`src/rtl/gb_camera_capture_if.sv`:
```
// gb_camera_capture_if
//   Bundles the three buses of the Game Boy Camera capture block:
//   - CPU register window: ce_cpu, cam_en, cart_addr, cart_wr, cart_di -> cam_do, busy
//   - sensor pixel fetch:  pix_req, pix_x, pix_y <- pix_valid, pix_luma
//   - cart RAM write:      ram_wr, ram_waddr, ram_wdata <- ram_wr_ack
//   slave  = capture block view, master = CPU/sensor/RAM side view.
interface gb_camera_capture_if;
  logic        ce_cpu;
  logic        cam_en;
  logic [15:0] cart_addr;
  logic        cart_wr;
  logic [7:0]  cart_di;
  logic [7:0]  cam_do;
  logic        busy;
  logic        pix_req;
  logic [6:0]  pix_x;
  logic [6:0]  pix_y;
  logic        pix_valid;
  logic [7:0]  pix_luma;
  logic        ram_wr;
  logic [16:0] ram_waddr;
  logic [7:0]  ram_wdata;
  logic        ram_wr_ack;

  modport slave (
    input  ce_cpu, cam_en, cart_addr, cart_wr, cart_di, pix_valid, pix_luma, ram_wr_ack,
    output cam_do, busy, pix_req, pix_x, pix_y, ram_wr, ram_waddr, ram_wdata
  );

  modport master (
    output ce_cpu, cam_en, cart_addr, cart_wr, cart_di, pix_valid, pix_luma, ram_wr_ack,
    input  cam_do, busy, pix_req, pix_x, pix_y, ram_wr, ram_waddr, ram_wdata
  );
endinterface

```
`src/rtl/gb_camera_capture.sv`:
```
// gb_camera_capture
//   Game Boy Camera register responder and capture engine. Holds the sensor
//   register file (0x00-0x35), waits the programmed exposure, fetches 128x112
//   luma samples, dithers them through the 4x4 matrix of 3 thresholds and
//   writes 2bpp tile data into cart RAM starting at IMG_BASE.
// Ports:
//   clk_sys  - system clock
//   reset_n  - asynchronous active-low reset
//   bus      - gb_camera_capture_if.slave (CPU window, pixel fetch, RAM write)
module gb_camera_capture #(
  parameter int          EXP_SHIFT = 4,
  parameter logic [12:0] IMG_BASE  = 13'h0100
) (
  input  logic clk_sys,
  input  logic reset_n,
  gb_camera_capture_if.slave bus
);
  localparam int CW = 16 + EXP_SHIFT;

  typedef enum logic [2:0] {
    S_IDLE, S_EXPOSE, S_REQ, S_SHIFT, S_WR_LO, S_WR_HI, S_DONE
  } state_t;

  state_t        r_state;
  logic [7:0]    r_regs [0:53];
  logic          r_busy;
  logic          r_pix_req;
  logic          r_ram_wr;
  logic [6:0]    r_x;
  logic [6:0]    r_y;
  logic [12:0]   r_waddr;
  logic [7:0]    r_wdata;
  logic [7:0]    r_lo;
  logic [7:0]    r_hi;
  logic [7:0]    r_luma;
  logic [CW-1:0] r_cnt;

  logic          w_sel, w_we, w_wr0, w_start, w_abort, w_last;
  logic [6:0]    w_idx;
  logic [5:0]    w_ti;
  logic [7:0]    w_t0, w_t1, w_t2;
  logic [1:0]    w_c;
  logic [7:0]    w_lo_n, w_hi_n;
  logic [12:0]   w_addr;
  logic [CW-1:0] w_exp;
  logic          w_unused;

  assign w_sel   = bus.cam_en && (bus.cart_addr[15:13] == 3'b101);
  assign w_idx   = bus.cart_addr[6:0];
  assign w_we    = bus.ce_cpu && bus.cart_wr && w_sel;
  assign w_wr0   = w_we && (w_idx == 7'd0);
  assign w_start = w_wr0 && bus.cart_di[0] && (r_state == S_IDLE);
  assign w_abort = w_wr0 && !bus.cart_di[0] && (r_state != S_IDLE);
  assign w_unused = ^bus.cart_addr[12:7];

  assign bus.cam_do    = (w_sel && w_idx == 7'd0) ? {5'b0, r_regs[0][2:1], r_busy} : 8'h00;
  assign bus.busy      = r_busy;
  assign bus.pix_req   = r_pix_req;
  assign bus.pix_x     = r_x;
  assign bus.pix_y     = r_y;
  assign bus.ram_wr    = r_ram_wr;
  assign bus.ram_waddr = {4'b0, r_waddr};
  assign bus.ram_wdata = r_wdata;

  // Matrix entry for this pixel: three consecutive bytes starting at 0x06.
  assign w_ti = {2'b0, r_y[1:0], r_x[1:0]} * 6'd3;
  assign w_t0 = r_regs[w_ti + 6'd6];
  assign w_t1 = r_regs[w_ti + 6'd7];
  assign w_t2 = r_regs[w_ti + 6'd8];

  always_comb begin
    w_c = 2'd3;
    if (r_luma >= w_t2)      w_c = 2'd0;
    else if (r_luma >= w_t1) w_c = 2'd1;
    else if (r_luma >= w_t0) w_c = 2'd2;
  end

  assign w_lo_n = {r_lo[6:0], w_c[0]};
  assign w_hi_n = {r_hi[6:0], w_c[1]};
  // tile = {y[6:3], x[6:3]}; 16 bytes per tile, 2 per tile row
  assign w_addr = IMG_BASE + {1'b0, r_y[6:3], r_x[6:3], 4'b0} + {9'b0, r_y[2:0], 1'b0};
  assign w_last = (r_x == 7'd127) && (r_y == 7'd111);
  assign w_exp  = CW'({r_regs[2], r_regs[3]}) << EXP_SHIFT;

  always_ff @(posedge clk_sys or negedge reset_n) begin
    if (!reset_n) begin
      for (int i = 0; i < 54; i++) r_regs[i] <= 8'h00;
      r_state   <= S_IDLE;
      r_busy    <= 1'b0;
      r_pix_req <= 1'b0;
      r_ram_wr  <= 1'b0;
      r_x       <= '0;
      r_y       <= '0;
      r_waddr   <= '0;
      r_wdata   <= '0;
      r_lo      <= '0;
      r_hi      <= '0;
      r_luma    <= '0;
      r_cnt     <= '0;
    end else begin
      if (w_we && w_idx < 7'd54) r_regs[w_idx[5:0]] <= bus.cart_di;

      case (r_state)
        S_IDLE: if (w_start) begin
          r_state <= S_EXPOSE;
          r_busy  <= 1'b1;
          r_cnt   <= w_exp;
          r_x     <= '0;
          r_y     <= '0;
        end
        S_EXPOSE: begin
          if (r_cnt == '0) begin
            r_state   <= S_REQ;
            r_pix_req <= 1'b1;
          end else if (bus.ce_cpu) begin
            r_cnt <= r_cnt - 1'b1;
          end
        end
        S_REQ: if (bus.pix_valid) begin
          r_luma    <= bus.pix_luma;
          r_pix_req <= 1'b0;
          r_state   <= S_SHIFT;
        end
        S_SHIFT: begin
          r_lo <= w_lo_n;
          r_hi <= w_hi_n;
          if (r_x[2:0] == 3'd7) begin
            r_state  <= S_WR_LO;
            r_ram_wr <= 1'b1;
            r_waddr  <= w_addr;
            r_wdata  <= w_lo_n;
          end else begin
            r_x       <= r_x + 7'd1;
            r_state   <= S_REQ;
            r_pix_req <= 1'b1;
          end
        end
        S_WR_LO: if (bus.ram_wr_ack) begin
          r_waddr <= r_waddr + 13'd1;
          r_wdata <= r_hi;
          r_state <= S_WR_HI;
        end
        S_WR_HI: if (bus.ram_wr_ack) begin
          r_ram_wr <= 1'b0;
          if (w_last) begin
            r_state <= S_DONE;
          end else begin
            if (r_x == 7'd127) begin
              r_x <= '0;
              r_y <= r_y + 7'd1;
            end else begin
              r_x <= r_x + 7'd1;
            end
            r_state   <= S_REQ;
            r_pix_req <= 1'b1;
          end
        end
        S_DONE: begin
          r_regs[0][0] <= 1'b0;
          r_busy       <= 1'b0;
          r_state      <= S_IDLE;
        end
        default: r_state <= S_IDLE;
      endcase

      // A CPU write clearing the trigger stops everything on the next edge.
      if (w_abort) begin
        r_state   <= S_IDLE;
        r_busy    <= 1'b0;
        r_pix_req <= 1'b0;
        r_ram_wr  <= 1'b0;
      end
    end
  end
endmodule

```
`src/flat_wrapper.sv`:
```
// flat-port wrapper written by rule: the top's interface ports become plain ports
module gb_camera_capture_flat 
#(
  parameter int          EXP_SHIFT = 4,
  parameter logic [12:0] IMG_BASE  = 13'h0100
)
  (clk_sys, reset_n, bus_ce_cpu, bus_cam_en, bus_cart_addr, bus_cart_wr, bus_cart_di, bus_pix_valid, bus_pix_luma, bus_ram_wr_ack, bus_cam_do, bus_busy, bus_pix_req, bus_pix_x, bus_pix_y, bus_ram_wr, bus_ram_waddr, bus_ram_wdata);
  gb_camera_capture_if bus_i ();
  input  logic clk_sys;
  input  logic reset_n;
  input wire logic [$bits(bus_i.ce_cpu)-1:0] bus_ce_cpu;
  input wire logic [$bits(bus_i.cam_en)-1:0] bus_cam_en;
  input wire logic [$bits(bus_i.cart_addr)-1:0] bus_cart_addr;
  input wire logic [$bits(bus_i.cart_wr)-1:0] bus_cart_wr;
  input wire logic [$bits(bus_i.cart_di)-1:0] bus_cart_di;
  input wire logic [$bits(bus_i.pix_valid)-1:0] bus_pix_valid;
  input wire logic [$bits(bus_i.pix_luma)-1:0] bus_pix_luma;
  input wire logic [$bits(bus_i.ram_wr_ack)-1:0] bus_ram_wr_ack;
  output wire logic [$bits(bus_i.cam_do)-1:0] bus_cam_do;
  output wire logic [$bits(bus_i.busy)-1:0] bus_busy;
  output wire logic [$bits(bus_i.pix_req)-1:0] bus_pix_req;
  output wire logic [$bits(bus_i.pix_x)-1:0] bus_pix_x;
  output wire logic [$bits(bus_i.pix_y)-1:0] bus_pix_y;
  output wire logic [$bits(bus_i.ram_wr)-1:0] bus_ram_wr;
  output wire logic [$bits(bus_i.ram_waddr)-1:0] bus_ram_waddr;
  output wire logic [$bits(bus_i.ram_wdata)-1:0] bus_ram_wdata;
  assign bus_i.ce_cpu = bus_ce_cpu;
  assign bus_i.cam_en = bus_cam_en;
  assign bus_i.cart_addr = bus_cart_addr;
  assign bus_i.cart_wr = bus_cart_wr;
  assign bus_i.cart_di = bus_cart_di;
  assign bus_i.pix_valid = bus_pix_valid;
  assign bus_i.pix_luma = bus_pix_luma;
  assign bus_i.ram_wr_ack = bus_ram_wr_ack;
  assign bus_cam_do = bus_i.cam_do;
  assign bus_busy = bus_i.busy;
  assign bus_pix_req = bus_i.pix_req;
  assign bus_pix_x = bus_i.pix_x;
  assign bus_pix_y = bus_i.pix_y;
  assign bus_ram_wr = bus_i.ram_wr;
  assign bus_ram_waddr = bus_i.ram_waddr;
  assign bus_ram_wdata = bus_i.ram_wdata;
  gb_camera_capture #(.EXP_SHIFT(EXP_SHIFT), .IMG_BASE(IMG_BASE)) u_core (.clk_sys(clk_sys), .reset_n(reset_n), .bus(bus_i));
endmodule
```
`config.mk`:
```
export PLATFORM = sky130hd
export DESIGN_NAME = gb_camera_capture_flat
export DESIGN_NICKNAME = d
export VERILOG_FILES = /design/src/rtl/gb_camera_capture_if.sv /design/src/rtl/gb_camera_capture.sv /design/src/flat_wrapper.sv
export SDC_FILE = /design/constraint.sdc
export NUM_CORES = 1
export LEC_CHECK = 0
export CAP_MARGIN = 20
export CORE_MARGIN = 5
export CORE_UTILIZATION = 52
export DETAILED_ROUTE_END_ITERATION = 8
export PLACE_DENSITY = 0.72
export SLEW_MARGIN = 0
export SYNTH_ARGS = -nofsm -noshare
export SYNTH_HDL_FRONTEND = slang
export SYNTH_SLANG_ARGS = --single-unit
```
`constraint.sdc`:
```
create_clock -name clk_sys -period 5.6 [get_ports clk_sys]
set_clock_uncertainty 0.1 [all_clocks]
set_input_delay 0.56 -clock clk_sys [delete_from_list [all_inputs] [get_ports clk_sys]]
set_output_delay 0.56 -clock clk_sys [all_outputs]
set_load 0.02 [all_outputs]
```
==> run summary <==
### Synth
- **most numerous cell types in the synthesized netlist** dfrtp_1 (516), mux2_2 (451), mux4_2 (318)
- **most common cell in the netlist** dfrtp_1
- **dominant cells by area after synthesis** dfrtp_1 (40%), mux4_2 (22%), mux2_2 (16%), nand2_1 (2.8%), ha_1 (1.5%)
- **number of different library cells in the post-synthesis netlist** 84
- **area share of the largest cell type after synthesis** 40.4%
- **warning count from the yosys run** 0
- **EDFF count, synth** 0
- **synthesized flop and latch total** 516
- **Post-Synthesis Cell Area** 32000 um2
- **proportion of synthesized chip area in sequential cells** 40.4%
- **most used flip-flop cell after synthesis** dfrtp_1
- **average size of a mapped cell** 12.9 um2
- **fraction of registers with async set or reset after synthesis** 100%
- **Mapped Cells** 2470
- **dominant cell type by area after synthesis** dfrtp_1

### Worst setup path
- **buffers plus inverters on the worst setup path** 2
- **required arrival time at the worst endpoint** 6.03 ns
- **capturing point of the worst reg2reg path** u_core.r_lo[0]
- **nature of the critical path endpoint** register
- **Startpoint Class** register
- **Worst Reg-to-Reg Cells** 16
- **data arrival time of the critical path** 5.79 ns
- **dominant delay contributor by cell family on the critical path** adder cells
- **ordered cell list for the critical path** ha_1 -> fa_4 -> inv_2 -> ha_4 -> buf_4 -> mux4_2 -> a22o_1 -> nor3_1 -> a311oi_1 -> a21oi_1 -> ha_1 -> a21oi_1 -> o21ai_0 -> a31oi_1 -> o21ai_1 -> o21ai_0
- **Slowest cell on crit path** fa_4
- **Critical Path Stages** 16
- **r2r startpoint** u_core.bus.pix_x[0]
- **slowest stage delay, CP** 0.83 ns
- **critical path type** register to register
- **register-to-register setup slack** 0.24 ns
- **top fanout value on the critical path** 19

### STA
- **slack of the critical path** 0.242 ns
- **min cycle time layout** 5.36 ns
- **final-report max-slew violation count** 0
- **Final TNS setup** 0 ns
- **Final Hold Viols** 0
- **Max-slew headroom** 23.7%
- **final number of setup-violating endpoints** 0
- **final clock period utilization by the worst path** 95.7%
- **worst slew pin tran** 1.14 ns
- **unrepaired setup endpoints after global routing** false
- **FMAX** 187 MHz

### GRT
- **GR Util met1** 41.1%
- **maximum number of pins on one net before global-route repair** 182
- **M3 GR Usage** 7.98%
- **number of global-route vias before repair** 23.6k
- **wire length of the first global-routing pass** 152000 um
- **Overflow after GRT** 0
- **number of antenna violations at the first check in global routing** 6
- **global routing's busiest layer** met2
- **All-Layer GR Usage** 29.7%
- **GRT met2 Usage** 45.3%

### Die
- **Initial Util** 52.8%
- **Die Width** 258 um
- **floorplan core area** 60600 um2
- **floorplan die area** 66500 um2
- **row cnt** 90
- **vertical die dimension** 258 um
- **io pins** 89

### CTS
- **CTS root buf** clkbuf_16
- **latest clock arrival within the worst-skew pair** 0.66 ns
- **sink count of the clock tree** 516
- **number of H-tree levels** 2
- **total CTS buffers** 56
- **CTS tree** built
- **clock slew at the register clock pins of the worst setup and hold paths** 0.06 ns
- **maximum number of buffers from clock root to sink** 3

### Drt
- **Vias/cell** 7.09
- **total vias in the final route** 23.6k
- **Iteration-0 DRC Markers** 3006
- **detailed-route wire length per cell** 30.0 um
- **final WL** 99900 um
- **number of detailed-route iterations in the first pass** 6
- **Post-DRT Antenna Nets** 0
- **Remaining DRCs** 0

### Finish
- **post-layout net count** 2580
- **Non-Filler Cell Area, Final** 35800 um2
- **area growth from synthesis to final layout** 12.0%
- **final cell utilization of the core** 59.1%
- **fraction of final layout cells sized beyond drive strength 1** 39.7%
- **Final Non-Filler Cells** 3333

### Placement
- **GP Congestion** 0.989
- **Setup Slack @ Placement** 0.209 ns
- **PortBufs** 73
- **dpl cell area** 33700 um2
- **post-detailed-placement half-perimeter wirelength** 68100 um
- **cell count after placement** 3214

### Pwr
- **NetSw** 0.00442 W
- **sequential share of power** 33.6%
- **Sw Ratio** 36.0%
- **internal power of the cells** 0.00787 W
- **Clk pwr share** 32.2%
- **largest voltage drop on the vdd net** 284 uV
- **fraction of power consumed by combinational cells** 34.2%
- **leakage power total** 15.5 nW
- **power density normalized to cell area** 343 nW/um2

### Hold path
- **number of stages on the worst hold path** 3
- **hold-critical path endpoint** u_core.r_regs[426]
- **Hold Crit Class** input pin to register
- **beginning of the worst hold path** bus_cart_di[2]

### Run
- **max-cap check violation count** 0

### Status
- **outcome** completed

-- through the flow --
| stage | hold slack (ns) | total power [W] |
|---|---|---|
| floorplan | 0.164 | 0.00685 |
| global placement | 0.384 | 0.00816 |
| detailed placement | 0.394 | 0.00825 |
| CTS | 0.408 | 0.0122 |
| global route | 0.202 | 0.0128 |
| finish | 0.187 | 0.0123 |
-- layout make-up --
class | count | area, um2
Antenna cell | 4 | 10.0
Clock buffer | 81 | 1650
Clock inverter | 22 | 332
Fill cell | 4699 | 24800
Inverter | 21 | 78.8
Multi-Input combinational cell | 1734 | 18200
Sequential cell | 516 | 12900
Tap cell | 782 | 978
Timing Repair Buffer | 173 | 1630
-- kinds of logic after synthesis --
| group | Yosys count | share of synthesized area, % |
|---|---|---|
| buf+inv | 228 | 3.10 |
| mux | 798 | 39.2 |
| flops | 516 | 40.4 |
| other cells | 1 | 0.0117 |
| xor+xnor | 18 | 0.630 |
| compound gates | 376 | 7.89 |
| simple gates | 494 | 7.23 |
| fa+ha+maj | 39 | 1.55 |
-- flip-flops by register name (all words and copies together), names as in the netlist, 8 cells and up --
register / count
u_core.r_waddr: 13
u_core.r_cnt: 20
u_core.r_regs: 432
u_core.r_luma: 8
u_core.bus.ram_wdata: 8
u_core.r_hi: 8
-- tightest hold or removal path: stages --
cell and delay [ns]:
buf_2 0.19, nand2_1 0.08, nand2_1 0.04
-- power groups by stage --
stage          Clock [W]  Sequential, W  Combinational (W)
2_1_floorplan          0        0.00411            0.00273
3_3_place_gp           0        0.00417            0.00399
3_5_place_dp           0        0.00418            0.00407
4_1_cts          0.00400        0.00412            0.00409
5_1_grt          0.00416        0.00415            0.00445
6_report         0.00395        0.00413            0.00421
-- how the worst max path moves through the flow --
stage / end / slack, ns / from
final: u_core.r_lo[0] / 0.24 / u_core.bus.pix_x[0]
after CTS: u_core.r_lo[0] / 0.16 / u_core.bus.pix_x[0]
after detailed placement: u_core.r_lo[0] / 0.21 / u_core.bus.pix_x[0]
after floorplan: u_core.bus.ram_wdata[0] / 0.05 / u_core.bus.pix_x[0]
after global routing: u_core.r_lo[0] / 0.09 / u_core.bus.pix_x[0]
after global placement: u_core.r_lo[0] / 0.26 / u_core.bus.pix_x[0]
-- per-layer routing --
| metal | vias up | wire (um) |
|---|---|---|
| met5 | - | 13 |
| met4 | 2 | 4540 |
| met3 | 270 | 10900 |
| met2 | 1456 | 45900 |
| met1 | 12201 | 38600 |
| li1 | 9701 | - |
-- cell usage in the layout (no fill, tap or decap), drive strengths merged, types with 10 or more instances in the layout --
cell,instances
or3,12
mux4,318
nand3,28
nor2,78
nand2,240
a22oi,42
inv,23
mux2i,29
a311oi,22
buf,107
clkinv,12
a211oi,10
a21oi,87
mux2,451
nand2b,13
clkbuf,82
nand4,21
nor2b,12
ha,38
a31oi,19
and3,22
o21ai,74
a22o,24
a21o,21
xnor2,11
dfrtp,516
clkdlybuf4s50,64
nor3,30
-- what timing repair did --
item,CTS,global route
gates resized for setup,0,12
buffers inserted,0,6
endpoints found under the setup margin,0,2
endpoints found under the hold margin,95,0
hold buffers,1,0
(Power assumes the default switching activity.)
